**config.mk**
```make
export PLATFORM = sky130hd
export DESIGN_NAME = alu_multicycle
export DESIGN_NICKNAME = d
export VERILOG_FILES = /design/src/rtl/alu_pkg.sv /design/src/rtl/alu_core.sv /design/src/rtl/alu_multicycle.sv
export SDC_FILE = /design/constraint.sdc
export NUM_CORES = 1
export LEC_CHECK = 0
export BUFFER_PORTS_ARGS = -buffer_cell sky130_fd_sc_hd__buf_4
export CORE_MARGIN = 1
export CORE_UTILIZATION = 40
export DETAILED_ROUTE_END_ITERATION = 8
export REMOVE_ABC_BUFFERS = 1
export SETUP_SLACK_MARGIN = 0.05
export SLEW_MARGIN = 10
export SYNTH_ARGS = -nofsm -noshare
export SYNTH_HDL_FRONTEND = slang
export SYNTH_HIERARCHICAL = 1
export SYNTH_SLANG_ARGS = --single-unit
```
**constraint.sdc**
```tcl
create_clock -name i_clk -period 9.7 [get_ports i_clk]
set_input_delay 1.94 -clock i_clk [delete_from_list [all_inputs] [get_ports i_clk]]
set_output_delay 1.94 -clock i_clk [all_outputs]
set_load 0.02 [all_outputs]
```
**src/rtl/alu_pkg.sv**
```systemverilog
// Shared definitions for the multi-cycle execute ALU: opcodes, FSM states and
// opcode classification helpers.
package alu_pkg;

  localparam logic [4:0] OP_ADD    = 5'd0;
  localparam logic [4:0] OP_SUB    = 5'd1;
  localparam logic [4:0] OP_SLL    = 5'd2;
  localparam logic [4:0] OP_SLT    = 5'd3;
  localparam logic [4:0] OP_SLTU   = 5'd4;
  localparam logic [4:0] OP_XOR    = 5'd5;
  localparam logic [4:0] OP_SRL    = 5'd6;
  localparam logic [4:0] OP_SRA    = 5'd7;
  localparam logic [4:0] OP_OR     = 5'd8;
  localparam logic [4:0] OP_AND    = 5'd9;
  localparam logic [4:0] OP_MUL    = 5'd10;
  localparam logic [4:0] OP_MULH   = 5'd11;
  localparam logic [4:0] OP_MULHSU = 5'd12;
  localparam logic [4:0] OP_MULHU  = 5'd13;
  localparam logic [4:0] OP_DIV    = 5'd14;
  localparam logic [4:0] OP_DIVU   = 5'd15;
  localparam logic [4:0] OP_REM    = 5'd16;
  localparam logic [4:0] OP_REMU   = 5'd17;

  typedef enum logic [1:0] {ST_IDLE, ST_MUL, ST_DIV, ST_FIX} state_t;

  function automatic logic is_mul(input logic [4:0] op);
    return op inside {OP_MUL, OP_MULH, OP_MULHSU, OP_MULHU};
  endfunction

  function automatic logic is_div(input logic [4:0] op);
    return op inside {OP_DIV, OP_DIVU, OP_REM, OP_REMU};
  endfunction

  function automatic logic is_rem(input logic [4:0] op);
    return op inside {OP_REM, OP_REMU};
  endfunction

  // MUL's low word is sign-agnostic, so it is handled as unsigned.
  function automatic logic is_signed_a(input logic [4:0] op);
    return op inside {OP_MULH, OP_MULHSU, OP_DIV, OP_REM};
  endfunction

  function automatic logic is_signed_b(input logic [4:0] op);
    return op inside {OP_MULH, OP_DIV, OP_REM};
  endfunction

endpackage

```
**src/rtl/alu_core.sv**
```systemverilog
// Single-cycle combinational datapath for the base integer opcodes 0-9;
// any other opcode yields zero.
module alu_core
  import alu_pkg::*;
#(
  parameter int XLEN = 32
) (
  input  logic [4:0]      op_i,
  input  logic [XLEN-1:0] a_i,
  input  logic [XLEN-1:0] b_i,
  output logic [XLEN-1:0] result_o
);

  localparam int SHW = $clog2(XLEN);

  logic signed [XLEN-1:0] a_s;
  logic signed [XLEN-1:0] b_s;
  logic        [SHW-1:0]  shamt;

  assign a_s   = a_i;
  assign b_s   = b_i;
  assign shamt = b_i[SHW-1:0];

  always_comb begin
    result_o = '0;
    case (op_i)
      OP_ADD:  result_o = a_i + b_i;
      OP_SUB:  result_o = a_i - b_i;
      OP_SLL:  result_o = a_i << shamt;
      OP_SLT:  result_o = {{(XLEN-1){1'b0}}, (a_s < b_s)};
      OP_SLTU: result_o = {{(XLEN-1){1'b0}}, (a_i < b_i)};
      OP_XOR:  result_o = a_i ^ b_i;
      OP_SRL:  result_o = a_i >> shamt;
      OP_SRA:  result_o = a_s >>> shamt;
      OP_OR:   result_o = a_i | b_i;
      OP_AND:  result_o = a_i & b_i;
      default: result_o = '0;
    endcase
  end

endmodule

```
**src/rtl/alu_multicycle.sv**
```systemverilog
// Execute-stage ALU: single-cycle base ops via alu_core, plus a shared radix-2
// iterative engine for RV32M multiply/divide/remainder with valid/ready stall.
module alu_multicycle
  import alu_pkg::*;
#(
  parameter int XLEN = 32
) (
  input  logic            i_clk,
  input  logic            i_rst,
  input  logic            i_valid,
  output logic            o_ready,
  input  logic [4:0]      i_alu_op,
  input  logic [XLEN-1:0] i_a,
  input  logic [XLEN-1:0] i_b,
  input  logic            i_flush,
  output logic            o_valid,
  output logic [XLEN-1:0] o_result,
  output logic            o_zero
);

  localparam int SHW = $clog2(XLEN);
  localparam logic [SHW:0]    CNT_LAST = (SHW+1)'(XLEN-1);
  localparam logic [SHW:0]    CNT_ONE  = (SHW+1)'(1);
  localparam logic [XLEN-1:0] XMIN     = {1'b1, {(XLEN-1){1'b0}}};

  state_t                state_q, state_d;
  logic [SHW:0]          cnt_q, cnt_d;
  logic [2*XLEN-1:0]     acc_q, acc_d;
  logic [XLEN-1:0]       mc_q, mc_d;
  logic [4:0]            op_q, op_d;
  logic                  negq_q, negq_d, negr_q, negr_d;
  logic [XLEN-1:0]       res_q, res_d;
  logic                  vld_q, vld_d, zero_q;

  logic [XLEN-1:0]       core_res;
  logic                  a_neg, b_neg;
  logic [XLEN-1:0]       a_mag, b_mag;
  logic [XLEN:0]         mul_sum, div_trial, div_diff;
  logic                  div_ge;
  logic [2*XLEN-1:0]     mul_next, div_next, prod;
  logic [XLEN-1:0]       quot, rem, fix_res;

  alu_core #(.XLEN(XLEN)) u_core (
    .op_i     (i_alu_op),
    .a_i      (i_a),
    .b_i      (i_b),
    .result_o (core_res)
  );

  assign a_neg = is_signed_a(i_alu_op) & i_a[XLEN-1];
  assign b_neg = is_signed_b(i_alu_op) & i_b[XLEN-1];
  assign a_mag = a_neg ? -i_a : i_a;
  assign b_mag = b_neg ? -i_b : i_b;

  // Multiply: acc = {partial high, multiplier shifting out}, add on LSB.
  assign mul_sum  = {1'b0, acc_q[2*XLEN-1:XLEN]} + (acc_q[0] ? {1'b0, mc_q} : '0);
  assign mul_next = {mul_sum, acc_q[XLEN-1:1]};

  // Restoring divide: acc = {remainder, dividend/quotient}.
  assign div_trial = acc_q[2*XLEN-1:XLEN-1];
  assign div_diff  = div_trial - {1'b0, mc_q};
  assign div_ge    = ~div_diff[XLEN];
  assign div_next  = {(div_ge ? div_diff[XLEN-1:0] : div_trial[XLEN-1:0]),
                      acc_q[XLEN-2:0], div_ge};

  assign prod = negq_q ? -acc_q : acc_q;
  assign quot = acc_q[XLEN-1:0];
  assign rem  = acc_q[2*XLEN-1:XLEN];

  always_comb begin
    fix_res = '0;
    case (op_q)
      OP_MUL:                        fix_res = prod[XLEN-1:0];
      OP_MULH, OP_MULHSU, OP_MULHU:  fix_res = prod[2*XLEN-1:XLEN];
      OP_DIV, OP_DIVU:               fix_res = negq_q ? -quot : quot;
      OP_REM, OP_REMU:               fix_res = negr_q ? -rem : rem;
      default:                       fix_res = '0;
    endcase
  end

  always_comb begin
    state_d = state_q;
    cnt_d   = cnt_q;
    acc_d   = acc_q;
    mc_d    = mc_q;
    op_d    = op_q;
    negq_d  = negq_q;
    negr_d  = negr_q;
    res_d   = res_q;
    vld_d   = 1'b0;
    case (state_q)
      ST_IDLE: begin
        if (i_valid && !i_flush) begin
          op_d   = i_alu_op;
          negq_d = a_neg ^ b_neg;
          negr_d = a_neg;
          cnt_d  = '0;
          if (is_mul(i_alu_op)) begin
            acc_d   = {{XLEN{1'b0}}, b_mag};
            mc_d    = a_mag;
            state_d = ST_MUL;
          end else if (is_div(i_alu_op)) begin
            if (i_b == '0) begin
              vld_d = 1'b1;
              res_d = is_rem(i_alu_op) ? i_a : '1;
            end else if (is_signed_a(i_alu_op) && i_a == XMIN && i_b == '1) begin
              vld_d = 1'b1;
              res_d = is_rem(i_alu_op) ? '0 : i_a;
            end else begin
              acc_d   = {{XLEN{1'b0}}, a_mag};
              mc_d    = b_mag;
              state_d = ST_DIV;
            end
          end else begin
            vld_d = 1'b1;
            res_d = core_res;
          end
        end
      end
      ST_MUL, ST_DIV: begin
        acc_d = (state_q == ST_MUL) ? mul_next : div_next;
        cnt_d = cnt_q + CNT_ONE;
        if (cnt_q == CNT_LAST) begin
          cnt_d   = '0;
          state_d = ST_FIX;
        end
      end
      ST_FIX: begin
        vld_d   = 1'b1;
        res_d   = fix_res;
        state_d = ST_IDLE;
      end
      default: state_d = ST_IDLE;
    endcase
    if (i_flush && state_q != ST_IDLE) begin
      state_d = ST_IDLE;
      cnt_d   = '0;
      vld_d   = 1'b0;
      res_d   = res_q;
    end
  end

  always_ff @(posedge i_clk or posedge i_rst) begin
    if (i_rst) begin
      state_q <= ST_IDLE;
      cnt_q   <= '0;
      vld_q   <= 1'b0;
      res_q   <= '0;
      zero_q  <= 1'b1;
    end else begin
      state_q <= state_d;
      cnt_q   <= cnt_d;
      vld_q   <= vld_d;
      res_q   <= res_d;
      zero_q  <= (res_d == '0);
    end
  end

  always_ff @(posedge i_clk) begin
    acc_q  <= acc_d;
    mc_q   <= mc_d;
    op_q   <= op_d;
    negq_q <= negq_d;
    negr_q <= negr_d;
  end

  assign o_ready  = (state_q == ST_IDLE);
  assign o_valid  = vld_q;
  assign o_result = res_q;
  assign o_zero   = zero_q;

endmodule

```
# Word level (Yosys, flattened, before mapping)

Index checks and enable logic that the tools add are counted.

Add/sub/neg operators: 10
Order comparisons: 2
Equal/unequal tests: 42
Shift operators: 3
Muxes and demuxes: 48
Bitwise gates (word level): 7
Reductions and logical operators: 27

Operators with widths:

| operator               | number |
|---|---|
| $mux W32               | 18 |
| $mux W64               | 7 |
| $pmux W32 S10          | 1 |
| $neg A32 Y32           | 4 |
| $pmux W32 S4           | 1 |
| $pmux W64 S2           | 1 |
| $eq A5 B4 Y1 const B   | 14 |
| $eq A32 B32 Y1 const B | 2 |
| $logic_not A32 Y1      | 2 |
| $lt A32 B32 Y1         | 2 |
| $neg A64 Y64           | 1 |
| $pmux W32 S2           | 1 |
| $add A32 B32 Y33       | 1 |
| $sub A33 B32 Y33       | 1 |
| $add A32 B32 Y32       | 1 |
| $and A32 B32 Y32       | 1 |
| $or A32 B32 Y32        | 1 |
| $shl A32 B5 Y32        | 1 |
| $shr A32 B5 Y32        | 1 |
| $sshr A32 B5 Y32       | 1 |
| $sub A32 B32 Y32       | 1 |
| $xor A32 B32 Y32       | 1 |
| $eq A5 B3 Y1 const B   | 4 |
| $eq A5 B5 Y1 const B   | 4 |
| other kinds (32)       | 67 |

Flip-flop bits (word level): 145
Bits of input ports: 73

# Longest topological paths before layout

Gate-level depths: netlist of run 1.

Depth after elaboration: 12
Gate-level depth with buffers: 24
Depth with buffers taken out: 19

# Cells and area by module

Netlist of run 1, hierarchy kept.

By module, submodules not included:

| module         | times used | cells an instance | area an instance (um2) | sequential area each (um2) |
|---|---|---|---|---|
| alu_multicycle | 1          | 1,991             | 15,677.5               | 4,145.2 |
| alu_core       | 1          | 1,335             | 9,112.5                | 0.0 |

# Worst setup path before layout of run 1

Ideal clock, no wire load.

Kind: in2reg
From: input port i_b[2]
To: register zero_q, in the netlist o_zero
Setup time: 0.063 ns
Data arrival time: 6.565 ns
Data required time: 9.637 ns
Path slack: 3.072 ns
Cell stages on the path: 22
Buffers on the path: 5
Path through: buf_2 clkinv_1 buf_2 clkbuf_1 buf_2 ha_1 buf_6 or4_4 a31o_4 a211oi_4 nor3_1 o311ai_1 a221oi_1 xnor2_1 o221ai_1 a21oi_1 o22ai_1 a221o_1 a211o_1 nor4_1 and4b_1 and4_1

RTL lines:

| what                                     | line                  | RTL |
|---|---|---|
| start, declared                          | alu_multicycle.sv:14  | `input logic [XLEN-1:0] i_b,` |
| $sub A32 B32 Y32 (tied with other cells) | alu_core.sv:28        | `OP_SUB: result_o = a_i - b_i;` |
| $pmux W32 S10 *                          | alu_core.sv:26        | `case (op_i)` |
| via core_res[19]                         | alu_multicycle.sv:35  | `logic [XLEN-1:0] core_res;` |
| $mux W32 *                               | alu_multicycle.sv:102 | `end else if (is_div(i_alu_op)) begin` |
| $mux W32 *                               | alu_multicycle.sv:98  | `if (is_mul(i_alu_op)) begin` |
| $mux W32 *                               | alu_multicycle.sv:93  | `if (i_valid && !i_flush) begin` |
| $pmux W32 S2 *                           | alu_multicycle.sv:91  | `case (state_q)` |
| $mux W32 *                               | alu_multicycle.sv:135 | `if (i_flush && state_q != ST_IDLE) begin` |
| via res_d[19]                            | alu_multicycle.sv:32  | `logic [XLEN-1:0] res_q, res_d;` |
| $logic_not A32 Y1 *                      | alu_multicycle.sv:155 | `zero_q <= (res_d == '0);` |
| end signal, assigned                     | alu_multicycle.sv:155 |  |
| end, declared                            | alu_multicycle.sv:33  | `logic vld_q, vld_d, zero_q;` |

The timed path passes the listed nets; every way through them passes the cells marked *.
A chain may end at the register's enable or synchronous reset.

# Final worst setup path of run 1

From: input port i_b[1]
To: register zero_q, in the netlist o_zero

The elaborated chain is that of the path after synthesis.

==> reports/metrics.yaml, run 1 <==
layout:
  fillCellCount: 6328
  nNetsFinal: 3519
  drive_gt1_share_pct: 9.72
  area_delta_synth_final_pct: 6.97
  diodes: 0
  finalInstanceArea_mm2: 0.0265
clock_tree:
  cts_root_buf: "clkbuf_16"
  cts_tree: "done"
  path_clk_slew_ns: 0.07
  htree_levels: 4
  hold_buffers: 0
  cts_buffers: 17
  post_cts_buffers: 0
  ctsResizeCount: 0
  cts.sinks: 145
  clock_latency_ns: 0.45
  clock_path_buffers: 2
global_routing:
  overflow: 0
  grt_usage_pct: 32.9
  antenna_found_initial: 1
  grt_max_degree: 70
  grt_pass1_vias: 24511
  grt_first_pass_wirelength_um: 158000
yosys:
  synth_top_area_share_pct: 12.5
  ys.flop_type: "edfxtp_1"
  syn_area_per_cell_um2: 7.45
  yosysMostFrequentCell: "nor2_1"
  synth_compound_area_share_pct: 28.9
  synthMuxAreaShare_pct: 9.59
  ys_ff_latch: 145
  ys_seq_area_share_pct: 16.7
  synth_edf_count: 103
  yosysTopAreaCell: "edfxtp_1"
  yosysUniqueCellTypes: 109
  synth_top_family_by_area: "compound AO/OA/AOI/OAI gates"
  synthAdderAreaFrac_pct: 9.05
  syn_inst: 3326
  synthArstFlopShare_pct: 29.0
  netlist_area_mm2: 0.0248
  synthSimpleGateAreaFrac_pct: 21.5
  ys_warn_count: 6
  yosys.area_share.xor_xnor_pct: 6.92
  yosys-top-cells-count: "nor2_1 (333), nand2_1 (300), a21oi_1 (284)"
  synthTopCellsByArea: "edfxtp_1 (12%), ha_1 (8.7%), a21oi_1 (5.7%)"
setup_path:
  cp_max_fo: 32
  crit_path_start: "i_b[1]"
  setup.worst_path.class: "in2reg"
  worst_setup_path_start_kind: "primary input"
  cp.arrival_ns: 7.21
  r2r_start: "acc_q[11]"
  ff2ff_path_depth: 10
  setup.worst_path.end_class: "flip-flop"
  endpoint: "o_zero"
  required_ns: 10.08
  rrSetupSlack_ns: 4.88
  r2r_end: "o_zero"
drt:
  routed_via_density: 6.64
  num_vias: 26989
  drt_iter0_drc: 3027
  drc_errors: 0
  wl_per_cell_um: 26.5
  dr.pass1.iters: 6
  drt_wl_total_um: 107000
  ant_nets: 0
outcome:
  status: "complete, no violations"
die:
  die_width_um: 251
  die_h_um: 251
  io_pins: 108
  dieArea_mm2: 0.0630
  fp-row-count: 90
  core-area_mm2: 0.0608
  start_util_pct: 40.8
pwr:
  power_density_mw_per_mm2: 220
  p_leak_nw: 10.4
  peakVddDrop_uv: 257
sta:
  hold_viol: 0
  slew_viol_final: 0
  finalCriticalPeriod_ns: 6.82
  final-setup-viol-count: 0
  setup-tns-final_ns: 0
  relSlewSlack_pct: 13.1
  finClkSkew_ns: 0.0112
  rsz0062_at_grt: "no"
  max_freq_mhz: 147
  period_share_pct: 70.3
  tightest_slew_ns: 1.30
placement:
  post-dp-hpwl_um: 82000
  gp_congestion: 1.04
  dpl_cell_area_mm2: 0.0259
  port-buffer-count: 107
worst_hold_path:
  hold_depth: 2
  hold_path.class: "reg2reg"
run:
  drv_cap: 0
## worst min-delay path by stage
stage,slack (ns),end,startpoint
5_1_grt,0.56,state_q[1],state_q[1]
3_3_place_gp,0.50,state_q[1],state_q[1]
6_report,0.53,state_q[1],state_q[1]
2_1_floorplan,0.47,state_q[1],state_q[1]
4_1_cts,0.52,state_q[1],state_q[1]
3_5_place_dp,0.51,state_q[1],state_q[1]
## cell type report
cell class | count | area, µm² | share of cell area [%]
multi-input cells | 2766 | 18900 | 71.3
flip-flops and latches | 145 | 4150 | 15.6
repair buffers | 160 | 1200 | 4.53
well taps | 782 | 978 | 3.69
inverters | 179 | 672 | 2.53
clock buffers | 19 | 433 | 1.63
clock inverters | 13 | 186 | 0.703
## worst max-delay path, stage by stage
cell and delay (ns):
buf_4 0.32, clkinv_1 0.51, ha_1 0.51, o21ba_1 0.22, or4_4 0.44, a31o_4 0.26, a211oi_4 0.40, o311ai_2 0.21
a31oi_1 0.27, a21oi_1 0.11, xnor2_1 0.18, o221ai_1 0.21, o21ai_0 0.23, a211oi_1 0.08, a221o_1 0.37, nor4_1 0.51
and4b_1 0.25, and4_1 0.18
## power breakdown
group          switching, mW  internal [mW]  total (mW)
Sequential             0.446           1.01        1.46
Combinational           2.24           1.42        3.66
Clock                  0.280          0.431       0.711
## through the flow
stage / std cells / hold slack, ns / setup slack [ns] / total power [mW] / util [%]
6_report: 4064 / 0.525 / 2.88 / 5.83 / 43.6
5_1_grt: 4064 / 0.557 / 2.60 / 6.19 / 43.6
4_1_cts: 4064 / 0.524 / 3.02 / 5.74 / 43.6
3_5_place_dp: 4032 / 0.509 / 2.56 / 5.01 / 42.6
3_3_place_gp: 4032 / 0.501 / 2.60 / 5.02 / 42.6
2_1_floorplan: 3090 / 0.475 / 3.02 / 3.84 / -
## sequential cells by signal, indices dropped and copies added (netlist names)
name and cells:
acc_q 64, mc_q 32, o_result 32, cnt_q 6
op_q 5, state_q 2, negq_q 1, negr_q 1
o_valid 1, o_zero 1
## cell usage in the layout (no fill, tap or decap), drive strengths merged, types with 18 or more instances in the layout
cell,instances
o21bai,19
nand3,67
or2,23
nor3,100
o221ai,18
o41ai,23
a211o,22
nor2b,22
mux4,39
nand4,30
edfxtp,103
nand2,300
nor2,335
a221oi,20
nand2b,33
nor4,48
o211ai,51
inv,173
clkbuf,19
xnor2,93
o21ai,263
a211oi,55
or3,42
dfrtp,41
mux2i,133
o21a,30
o22ai,48
a31oi,27
ha,173
a21oi,285
and3,26
or4,30
o31ai,51
xor2,103
a21o,47
buf,160
## kinds of logic (layout without fill, tap and decap cells)
logic type                 Yosys count  after routing
and+or+nand+nor                   1110           1110
AOI/OAI and AO/OA                 1096           1096
buffers and inverters              415            371
xor gates and xnor gates           196            196
muxes                              187            187
adders and majority gates          177            177
DFF                                145            145
## metal layers
metal | share of wire, % | track usage, %
met5 | 0 | 0
met4 | 6.0 | 18.4
met3 | 9.4 | 4.56
met2 | 44 | 51.8
met1 | 41 | 43.5
No activity file was read; power rests on OpenSTA's default activity.
==> run 2, diff against run 1 <==
==> constraint.sdc (replaced) <==
create_clock -name i_clk -period 6.8 [get_ports i_clk]
set_input_delay 1.36 -clock i_clk [delete_from_list [all_inputs] [get_ports i_clk]]
set_output_delay 1.36 -clock i_clk [all_outputs]
set_load 0.02 [all_outputs]
==> run 2 against run 1 <==
  * Sequential power is 41% higher
  * Register-to-register slack worse by 3.2 ns
  * Combinational power grew 43%
  * First-iteration DRC count down 2.4%
  * Clock skew is essentially flat
  * Critical endpoint unchanged
  * Largest cell class unchanged
==> reports/metrics.yaml, run 2 (synthesized netlist as in run 1, its figures left out) <==
die:
  die_width_um: 251  # unchanged
  start_util_pct: 40.8  # unchanged
  fp-row-count: 90  # unchanged
  io_pins: 108  # unchanged
  die_h_um: 251  # unchanged
  dieArea_mm2: 0.0630  # unchanged
  core-area_mm2: 0.0608  # unchanged
pwr:
  power.internal_mw: 4.05  # +41%
  pwr-share-clk_pct: 11.6  # -0.6 points
  switchingPower_mw: 4.19  # +41%
  p_leak_nw: 10.5  # +0.55%
  p_sw_share_pct: 50.8  # about the same
  peakVddDrop_uv: 195  # -24%
  seq_power_share_pct: 25.0  # about the same
  power_density_mw_per_mm2: 309  # +41%
  pwr-share-comb_pct: 63.4  # +0.6 points
run:
  drv_cap: 0  # unchanged
clock_tree:
  cts_tree: "done"
  clock_latency_ns: 0.46  # about the same
  ctsResizeCount: 0  # unchanged
  cts_buffers: 17  # unchanged
  htree_levels: 4  # unchanged
  path_clk_slew_ns: 0.06  # about the same
  hold_buffers: 0  # unchanged
  clock_path_buffers: 2  # unchanged
  cts_root_buf: "clkbuf_16"
  cts.sinks: 145  # unchanged
  post_cts_buffers: 0  # unchanged
placement:
  port-buffer-count: 107  # unchanged
  gp_congestion: 1.05  # +0.33%
  place_ws_ns: 0.561  # -2.00 ns
  post-dp-hpwl_um: 80800  # -1.5%
setup_path:
  required_ns: 7.19  # -2.89 ns
  setup.worst_path.end_class: "flip-flop"
  crit_family: "simple AND/OR/NAND/NOR gates"
  path_depth: 20  # +2
  r2r_start: "acc_q[18]"
  worst_setup_path_start_kind: "primary input"
  crit_path_start: "i_a[1]"
  max_stage_delay_ns: 0.65  # +0.14 ns
  worstPathCellList: "buf_4 -> inv_1 -> ha_1 -> a211oi_1 -> nor4_1 -> nor2_1 -> a21oi_1 -> a2111oi_2 -> o21ai_0 -> nor4b_1 -> mux2i_1 -> nand2_1 -> nand2_1 -> o31ai_1 -> a22oi_1 -> o21ai_0 -> or3_4 -> nor4_1 -> and4b_1 -> and4_1"
  rrSetupSlack_ns: 1.64  # -3.24 ns
  crit_slowest_cell: "nor4_1"
  ff2ff_path_depth: 10  # unchanged
  crit_buf_inv: 2  # unchanged
  cp_max_fo: 11  # -66%
  r2r_end: "o_zero"
  setup.worst_path.class: "in2reg"
  endpoint: "o_zero"
  cp.arrival_ns: 6.36  # -0.85 ns
drt:
  ant_nets: 0  # unchanged
  drt_iter0_drc: 2955  # -2.4%
  drc_errors: 0  # unchanged
  dr.pass1.iters: 8  # +2
  routed_via_density: 6.56  # -1.2%
  dr_wl_met2_um: 46900  # -0.63%
  wl_met1_um: 42600  # -2.7%
  routed.top_layer: "met4"
  drt_wl_total_um: 104000  # -2.9%
  wl_met3_um: 7710  # -24%
  num_vias: 26781  # -0.77%
  wl_per_cell_um: 25.6  # -3.3%
sta:
  tightest_slew_ns: 1.19  # -0.107 ns
  layout_setup_ws_ns: 0.830  # -2.05 ns
  max_freq_mhz: 167
  finalCriticalPeriod_ns: 5.97
  period_share_pct: 87.8
  relSlewSlack_pct: 19.9  # +6.8 points
  final-setup-viol-count: 0  # unchanged
  hold_viol: 0  # unchanged
  rsz0062_at_grt: "no"
  slew_viol_final: 0  # unchanged
  finClkSkew_ns: 0.0116  # +0.000391 ns
  setup-tns-final_ns: 0  # unchanged
layout:
  regMostFlops: "acc_q"
  fillCellCount: 6299  # -0.46%
  layout_commonest_cell: "nor2_1"
  area_delta_synth_final_pct: 7.42
  final_cell_mix: "nor2_1 (332), nand2_1 (300), a21oi_1 (284), o21ai_0 (252), buf_4 (175)"
  largest_register_ff_count: 64  # unchanged
  drive_gt1_share_pct: 10.2  # +0.43 points
  nNetsFinal: 3536  # +0.48%
  diodes: 0  # unchanged
global_routing:
  grt_usage_pct: 32.2  # -0.72 points
  grt_max_degree: 92  # +31%
  grt_pass1_vias: 24847  # +1.4%
  overflow: 0  # unchanged
  antenna_found_initial: 2  # +1
  grt_first_pass_wirelength_um: 156000  # -1.0%
outcome:
  status: "complete, no violations"
worst_hold_path:
  hold_path.class: "reg2reg"
## run 2: cell types whose count changed in the layout (fill, tap and decap cells not counted), sizes merged
| cell | delta |
|---|---|
| clkinvlp | +3 |
| inv | +1 |
| bufinv | -2 |
| buf | +17 |
| clkinv | -3 |
| clkbuf | +1 |
## run 2: per-layer routing
metal	track usage, %	vias up
met5	0	-
met3	3.47	308
met2	51.8	1418
li1	-	12275
met4	19.9	0
met1	41.4	12780
## run 2: stage by stage
| stage | hold WS, ns | power [mW] | area, µm² | util, % | std cells |
|---|---|---|---|---|---|
| finish | 0.529 | 8.24 | 26600 | 43.8 | 4081 |
| global route | 0.556 | 8.76 | 26600 | 43.8 | 4081 |
| CTS | 0.531 | 8.13 | 26600 | 43.8 | 4081 |
| detailed placement | 0.516 | 7.14 | 26100 | 42.8 | 4049 |
| global placement | 0.500 | 7.13 | 26100 | 42.8 | 4049 |
| floorplan | 0.475 | 5.47 | 23700 | - | 3090 |
## run 2: worst min-delay path by stage
stage	depth (start not counted)	startpoint	endpoint	slack, ns
floorplan	2	state_q[1]	state_q[1]	0.47
global placement	2	state_q[1]	state_q[1]	0.50
detailed placement	2	state_q[1]	state_q[1]	0.52
CTS	2	state_q[1]	state_q[1]	0.53
global route	1	cnt_q[5]	cnt_q[5]	0.56
finish	1	cnt_q[5]	cnt_q[5]	0.53
## run 2: final cells by class
cell class                 count  area, µm²  area share, %
multi-input combinational   2766      18900           71.0
inverter                     179        672           2.52
clock buffer                  20        447           1.68
sequential                   145       4150           15.6
tap                          782        978           3.67
clock inverter                12        134          0.503
timing repair buffer         177       1350           5.08
## run 2: power groups by stage
stage	registers [mW]	clock network, mW	logic [mW]
finish	2.06	0.958	5.22
global route	2.10	0.999	5.66
CTS	2.03	0.967	5.12
detailed placement	2.05	0	5.09
global placement	2.05	0	5.08
floorplan	1.91	0	3.56
## run 2: worst register-to-register path, delay by kind of cell, from the launching register on
family          cells  cell delay, ns
compound gates      1            0.30
xor+xnor            1            0.18
flops               1            0.49
simple gates        8            4.16
